--- src/rtl/dc_bsp_pkg.sv ---
// dc_bsp_pkg: shared shim stream widths, arbiter defaults and arbiter state encoding
package dc_bsp_pkg;
  localparam int SHIM_AVST_DATA_WIDTH = 32;
  localparam int SHIM_ARB_MAX_BURST_DEFAULT = 16;
  typedef enum logic {IDLE, BURST} arb_state_e;
endpackage

--- src/rtl/shim_avst_skid.sv ---
// shim_avst_skid: 2-entry registered skid buffer, FIFO order, registered in_ready
module shim_avst_skid
  import dc_bsp_pkg::*;
#(
  parameter int DATA_WIDTH = SHIM_AVST_DATA_WIDTH
) (
  input  logic                  clk,
  input  logic                  reset_n,
  input  logic                  in_valid,
  output logic                  in_ready,
  input  logic [DATA_WIDTH-1:0] in_data,
  output logic                  out_valid,
  input  logic                  out_ready,
  output logic [DATA_WIDTH-1:0] out_data
);
  logic [1:0] cnt_q, cnt_d;
  logic [DATA_WIDTH-1:0] e0_q, e0_d, e1_q, e1_d;
  logic rdy_q, push, pop;
  always_comb begin
    push = in_valid & rdy_q;
    pop = out_ready & (cnt_q != 2'd0);
    cnt_d = cnt_q + {1'b0, push} - {1'b0, pop};
    e0_d = (cnt_q == 2'd2 && pop) ? e1_q : (push && (cnt_q == 2'd0 || pop)) ? in_data : e0_q;
    e1_d = (push && cnt_q == 2'd1 && !pop) ? in_data : e1_q;
  end
  always_ff @(posedge clk or negedge reset_n) begin
    if (!reset_n) begin
      cnt_q <= 2'd0;
      rdy_q <= 1'b0;
      e0_q <= '0;
      e1_q <= '0;
    end else begin
      cnt_q <= cnt_d;
      rdy_q <= cnt_d != 2'd2;
      e0_q <= e0_d;
      e1_q <= e1_d;
    end
  end
  assign in_ready = rdy_q;
  assign out_valid = cnt_q != 2'd0;
  assign out_data = e0_q;
endmodule

--- src/rtl/shim_avst_rr_arb.sv ---
// shim_avst_rr_arb: round-robin burst arbiter sharing one shim AVST sink among NUM_REQ sources
module shim_avst_rr_arb
  import dc_bsp_pkg::*;
#(
  parameter int NUM_REQ = 4,
  parameter int DATA_WIDTH = SHIM_AVST_DATA_WIDTH,
  parameter int MAX_BURST = SHIM_ARB_MAX_BURST_DEFAULT,
  localparam int IW = $clog2(NUM_REQ),
  localparam int CW = $clog2(MAX_BURST + 1)
) (
  input  logic                               clk,
  input  logic                               reset_n,
  input  logic [NUM_REQ-1:0]                 src_valid,
  input  logic [NUM_REQ-1:0][DATA_WIDTH-1:0] src_data,
  output logic [NUM_REQ-1:0]                 src_ready,
  output logic                               out_valid,
  output logic [DATA_WIDTH-1:0]              out_data,
  input  logic                               out_ready,
  output logic                               grant_valid,
  output logic [IW-1:0]                      grant_idx
);
  arb_state_e state_q, state_d;
  logic [IW-1:0] last_q, last_d, gidx_q, gidx_d, sel, owner;
  logic [CW-1:0] cnt_q, cnt_d;
  logic [IW:0] pick;
  logic any, acc, skid_rdy;
  function automatic logic [IW:0] rr_pick(input logic [NUM_REQ-1:0] v, input logic [IW-1:0] last);
    logic [IW:0] r;
    int idx;
    r = '0;
    for (int i = NUM_REQ; i >= 1; i--) begin
      idx = (int'(last) + i) % NUM_REQ;
      if (v[idx]) r = {1'b1, IW'(idx)};
    end
    return r;
  endfunction
  always_comb begin
    pick = rr_pick(src_valid, last_q);
    any = pick[IW];
    sel = pick[IW-1:0];
    owner = (state_q == BURST) ? gidx_q : sel;
    src_ready = ((state_q == BURST || any) && skid_rdy) ? {{(NUM_REQ-1){1'b0}}, 1'b1} << owner : '0;
    acc = |(src_valid & src_ready);
    state_d = state_q;
    last_d = last_q;
    gidx_d = gidx_q;
    cnt_d = cnt_q;
    if (state_q == IDLE) begin
      if (acc) begin
        state_d = (MAX_BURST > 1) ? BURST : IDLE;
        last_d = sel;
        gidx_d = sel;
        cnt_d = CW'(1);
      end
    end else if (!src_valid[gidx_q]) state_d = IDLE;
    else if (acc) begin
      if (cnt_q == CW'(MAX_BURST - 1)) state_d = IDLE;
      else cnt_d = cnt_q + 1'b1;
    end
  end
  always_ff @(posedge clk or negedge reset_n) begin
    if (!reset_n) begin
      state_q <= IDLE;
      last_q <= IW'(NUM_REQ - 1);
      gidx_q <= '0;
      cnt_q <= '0;
    end else begin
      state_q <= state_d;
      last_q <= last_d;
      gidx_q <= gidx_d;
      cnt_q <= cnt_d;
    end
  end
  shim_avst_skid #(.DATA_WIDTH(DATA_WIDTH)) u_skid (
    .clk(clk),
    .reset_n(reset_n),
    .in_valid(acc),
    .in_ready(skid_rdy),
    .in_data(src_data[owner]),
    .out_valid(out_valid),
    .out_ready(out_ready),
    .out_data(out_data)
  );
  assign grant_valid = state_q == BURST;
  assign grant_idx = gidx_q;
endmodule

--- config.mk ---
export PLATFORM = sky130hd
export DESIGN_NAME = shim_avst_rr_arb
export DESIGN_NICKNAME = d
export VERILOG_FILES = /design/src/rtl/dc_bsp_pkg.sv /design/src/rtl/shim_avst_skid.sv /design/src/rtl/shim_avst_rr_arb.sv
export SDC_FILE = /design/constraint.sdc
export NUM_CORES = 1
export LEC_CHECK = 0
export CORE_MARGIN = 3
export CORE_UTILIZATION = 55
export DETAILED_ROUTE_END_ITERATION = 10
export DONT_BUFFER_PORTS = 1
export PLACE_DENSITY = 0.66
export SYNTH_ARGS = -nofsm -noshare
export SYNTH_HDL_FRONTEND = slang
export SYNTH_SLANG_ARGS = --single-unit
--- constraint.sdc ---
create_clock -name clk -period 3.3 [get_ports clk]
set_input_delay 0.825 -clock clk [delete_from_list [all_inputs] [get_ports clk]]
set_output_delay 0.825 -clock clk [all_outputs]
set_load 0.01 [all_outputs]
After elaboration in Yosys (flattened, before gate mapping) --
Cells that the tools add are included.
Cells by class: shift-type cells 1, add/subtract/negate cells 7, bitwise gates (word level) 8, reductions and logical operators 19, equal/unequal tests 7, $lt $le $gt $ge 6, muxes and demuxes 34
Operators by type and width (count):
- two-way mux 32 bit | 3
- binary-select mux 32 bit (select 2 bit) | 1
- two-way mux 5 bit | 5
- less-than comparator 3 x 4 -> 1 bit (second input constant) | 4
- two-way mux 1 bit | 14
- two-way mux 3 bit | 4
- binary-select mux 1 bit (select 2 bit) | 5
- OR reduction 2 bit | 4
- less-than comparator 2 x 3 -> 1 bit (second input constant) | 2
- nonzero test 2 bit | 3
- adder 5 x 1 -> 5 bit (second input constant) | 1
- equality test 5 x 4 -> 1 bit (second input constant) | 1
- logical AND 1 bit | 5
- adder 2 x 1 -> 2 bit (second input constant) | 2
- adder 2 bit (second input constant) | 2
- AND 1 bit (first input constant) | 4
- AND 4 bit | 1
- two-way mux 4 bit | 1
- inequality test 2 x 1 -> 1 bit (second input constant) | 2
- AND reduction 4 bit | 1
- OR reduction 4 bit | 1
- left shift 1 x 2 -> 4 bit (first input constant) | 1
- inequality test 3 bit (second input constant) | 1
- adder 2 x 1 -> 2 bit | 1
- 11 further kinds | 13
Word-level totals: register bits after elaboration 77, input port bits 135, word-level logic and storage cells 90, output and inout port bits 40

Longest topological paths before layout --
word-level depth 19, gate-level depth with buffers 11, gate-level depth less buffers 10

Modules after synthesis --
Synthesis repeated with hierarchy kept, for this count alone.
Unflattened totals: cell total of the unflattened synthesis 446, area, all modules 4853.4 um2
By module, submodules not included:
- shim_avst_skid | seq. area each 1676.6 um2, area an instance 3075.4 um2, cells an instance 188, times used 1
- shim_avst_rr_arb | seq. area each 252.7 um2, area an instance 1778.0 um2, cells an instance 258, times used 1

Least setup slack after synthesis --
No wires, ideal clock.
path type input to output, start point input port src_valid[3], end point output port src_ready[0], data arrival time 2232 ps, buffers on the path 2, slack 243 ps, stages 6, cells stage by stage nor2b_1 o21a_1 o41a_1 buf_2 clkbuf_1 nor3_1
Between the ends: cells in the longest elaborated chain, start to end 10
Ends and longest elaborated chain:
- start, declared | line shim_avst_rr_arb.sv:13 | input logic [NUM_REQ-1:0] src_valid,
- binary-select mux 1 bit (select 2 bit) | line shim_avst_rr_arb.sv:33 | if (v[idx]) r = {1'b1, IW'(idx)};
- two-way mux 1 bit (implied by the code) (2 in series) | line shim_avst_rr_arb.sv:33
- two-way mux 3 bit (3 in series) | line shim_avst_rr_arb.sv:33
- two-way mux 3 bit (*) | line shim_avst_rr_arb.sv:33
- two-way mux 2 bit or logical OR 1 bit (tied branches) | line shim_avst_rr_arb.sv:41, shim_avst_rr_arb.sv:42
- left shift 1 x 2 -> 4 bit or logical AND 1 bit (tied branches) | line shim_avst_rr_arb.sv:42 | src_ready = ((state_q == BURST || any) && skid_rdy) ? {{(NUM_REQ-1){1'b0}}, 1'b1} << owner : '0;
- two-way mux 4 bit (*) | line shim_avst_rr_arb.sv:42
- end, declared | line shim_avst_rr_arb.sv:15 | output logic [NUM_REQ-1:0] src_ready,
Every way passes the cells marked *; elsewhere a longest branch is shown, timed or not. The select of a mux whose other input is x is not followed.

Worst setup path in the final report --
start point input port src_valid[3], end point output port src_ready[1]
Same word-level chain as after synthesis.

==> reports/qor.txt <==
Placed Area -> 0.00492 mm²
Synth Area in Compound Gates -> 18.1%
XOR/XNOR share of the synthesized area -> 0.363%
Maximum Capacitance Violations -> 0
maximum number of pins on one net before global-route repair -> 78
Final Util -> 61.2%
netlist area before placement -> 0.00483 mm²
adder and majority gate portion of the synthesized area -> 1.04%
Final setup viols -> 0
final critical-path share of the clock period -> 89.2%
number of flops mapped to enable cells by yosys -> 0
FF-to-FF path depth -> 8
antenna diode count -> 0
status -> completed
first-pass iteration count of the detailed router -> 6
worst setup skew after layout -> 0.00884 ns
most instantiated cells after synthesis -> dfrtp_1, mux2_2, and2_1, nor2_1, a21oi_1
startpoint-to-endpoint class of the critical path -> input port to output pin
library cell with the largest summed area after synthesis -> dfrtp_1
Port Buffer Count -> 0
global-route wire length before repair -> 17.6 mm
final-stage net count -> 578
clock latency reported for the late side of the worst-skew pair -> 0.35 ns
#FFs+latches synth -> 77
most heavily used metal layer in global routing -> met2
DRC violation count after routing -> 0
pre-CTS WS -> 0.120 ns
FF-to-FF setup slack -> 0.47 ns
HPWL reported at the end of detailed placement -> 7.58 mm
TritonCTS buffer count -> 9
sum of negative setup slack -> 0 ns
Worst Setup Start Kind -> input port
Core Region -> 0.00838 mm²
height of the die -> 99.7 µm
All-Layer GR Usage -> 22.1%
fmax -> 340 MHz
count of different cell masters after synthesis -> 46
RSZ-0062 raised after global routing -> false
area share of the leading cell type in the synthesized netlist -> 38.9%
final std cell area, no fill -> 0.00513 mm²
met3 usage -> 3.51%
area fraction in and, or, nand and nor cells after synthesis -> 11.4%
Leakage -> 0.00220 µW
die width -> 99.7 µm
initial antenna violation count -> 0
Synth Instances -> 453
delay contributed by the slowest stage of the critical path -> 0.42 ns
Synth Flop Type -> dfrtp_1
most repeated cell in the gate-level netlist after synthesis -> dfrtp_1
post-synthesis to final-layout area growth -> 6.27%
PnR worst setup slack -> 0.358 ns
GRT Residual Overflow -> 0
fraction of the yosys area taken by sequential cells -> 39.9%
layout cell share with drive strength beyond 1 -> 24.2%
ratio of routed vias to standard cells -> 6.51
worst endpoint data arrival time -> 2.12 ns
total vias in the final route -> 3,569
net count of the mapped netlist -> 592
TritonCTS clock tree -> done
final antenna-violating net count -> 0
mux share of post-synthesis cell area -> 24.8%
Critical Path Fanout Max -> 66
average wire per cell in the routed design -> 20.3 µm
transition time at the pin with the least slew margin -> 0.584 ns
clock root buffer master -> clkbuf_8
num rows -> 33
met1 Track Usage GR -> 30.1%
worst supply voltage drop on vdd -> 0.831 mV
Hold Fails Final Rpt -> 0
share of async-settable or async-resettable flops after synthesis -> 100%
met2 demand-to-capacity share in global routing -> 36.3%
initial cell density of the core -> 57.6%
clock-pin slew on the worst setup and hold paths -> 0.08 ns
FF-to-FF End -> u_skid.e1_q[13]
Resize count post-CTS -> 0
Synth warnings -> 0
nature of the critical path endpoint -> output pin
shortest clock period the worst path allows after layout -> 2.94 ns
Max clock buf depth -> 2
largest cells by area after synthesis -> dfrtp_1, mux2_4, mux2_2
Cell Pwr Density -> 1220 mW/mm²
CTS H-tree lvls -> 3
per-instance average area after synthesis -> 10.7 µm²
slowest stage cell on the critical path -> o41ai_4
worst min-delay path category -> input port to asynchronous set/reset pin
area taken by multi-input logic gates -> 0.00271 mm²
via count of the first global-routing pass -> 3,503
Post-CTS Setup Repair Bufs -> 0
Detailed Route WL -> 11.1 mm
ordered list of cells on the worst path -> nor2b_1 > o21a_1 > o41ai_4 > buf_12 > nor3_1
initial detailed-routing violation count -> 107
final estimated routing congestion in global placement -> 0.822
combinational family with the most area after synthesis -> multiplexers
hold-fix buffer count after cts -> 0
worst reg2reg path startpoint -> last_q[0]
required time of the worst setup path -> 2.47 ns
total count of max-transition violations in the final report -> 0
number of fillers in the final layout -> 697
num ports -> 175
Slew Limit Headroom -> 61.1%
Total Die Area -> 0.00994 mm²
number of sinks driven by the clock tree -> 77
Storage cell area -> 0.00193 mm²
==> cell usage in the layout, fill, tap and decap left out, drive strengths merged, types with 2 or more instances in the layout <==
cell / synthesis / final
o21ai: 8 / 8
bufinv: 0 / 2
and2: 35 / 35
a21oi: 33 / 33
or2: 3 / 3
inv: 8 / 8
clkbuf: 24 / 11
mux2i: 32 / 32
o41ai: 2 / 2
o21a: 2 / 2
nor3: 2 / 2
ha: 4 / 4
or4: 3 / 3
nand4: 2 / 2
buf: 14 / 13
a211o: 2 / 2
dfrtp: 75 / 75
o211a: 2 / 2
xnor2: 2 / 2
nor2: 35 / 35
nor2b: 3 / 3
nand3: 7 / 7
dfstp: 2 / 2
a31oi: 2 / 2
a221oi: 32 / 32
mux2: 66 / 66
nand2: 8 / 8
nand2b: 4 / 4
a211oi: 32 / 32
==> per-stage QoR <==
step / power (µW) / std cells / hold slack [ns]
after floorplan: 4760 / 453 / 0.480
after global placement: 5430 / 533 / 0.489
after detailed placement: 5530 / 533 / 0.492
after CTS: 6330 / 548 / 0.149
after global routing: 6780 / 548 / 0.140
final: 6280 / 548 / 0.165
==> worst max path at each step <==
| stage | start | end | depth (start not counted) |
|---|---|---|---|
| floorplan | src_valid[3] | src_ready[0] | 6 |
| global placement | src_valid[3] | u_skid.e1_q[19] | 8 |
| detailed placement | src_valid[3] | u_skid.e1_q[13] | 8 |
| CTS | last_q[0] | src_ready[1] | 5 |
| global route | last_q[0] | src_ready[1] | 5 |
| finish | src_valid[3] | src_ready[1] | 5 |
==> registers in the layout (all words and copies together) (netlist names) <==
register / count
u_skid.e1_q: 32
cnt_q: 5
grant_valid: 1
grant_idx: 2
u_skid.out_data: 32
last_q: 2
u_skid.in_ready: 1
u_skid.cnt_q: 2
==> critical path, delay by kind of cell <==
| kind | cells | cell delay [ns] |
|---|---|---|
| AO/OA/AOI/OAI | 2 | 0.66 |
| buffers and inverters | 1 | 0.34 |
| AND/OR/NAND/NOR | 2 | 0.29 |
==> where the power goes <==
part,internal (µW),switching (µW),total (µW)
combinational,1790,1770,3560
sequential,1460,473,1930
clock,442,344,786
==> area by class of cell <==
cell class	instances	area share (%)
multi-input combinational	330	52.7
timing repair buffer	13	2.39
clock inverter	4	1.41
sequential	77	37.6
inverter	8	0.585
clock buffer	11	2.75
tap	105	2.56
==> cells by family after synthesis <==
group,after synthesis
fa+ha+maj,4
compound gates,120
xor+xnor,2
simple gates,105
buf+inv,46
flops,77
mux,99
==> metal layers <==
layer  up-vias  share of wire [%]
li1       1669                  -
met1      1760                 44
met2       127                 49
met3        13                5.9
met4         0                1.1
met5         -                  0
(Power assumes the default switching activity.)
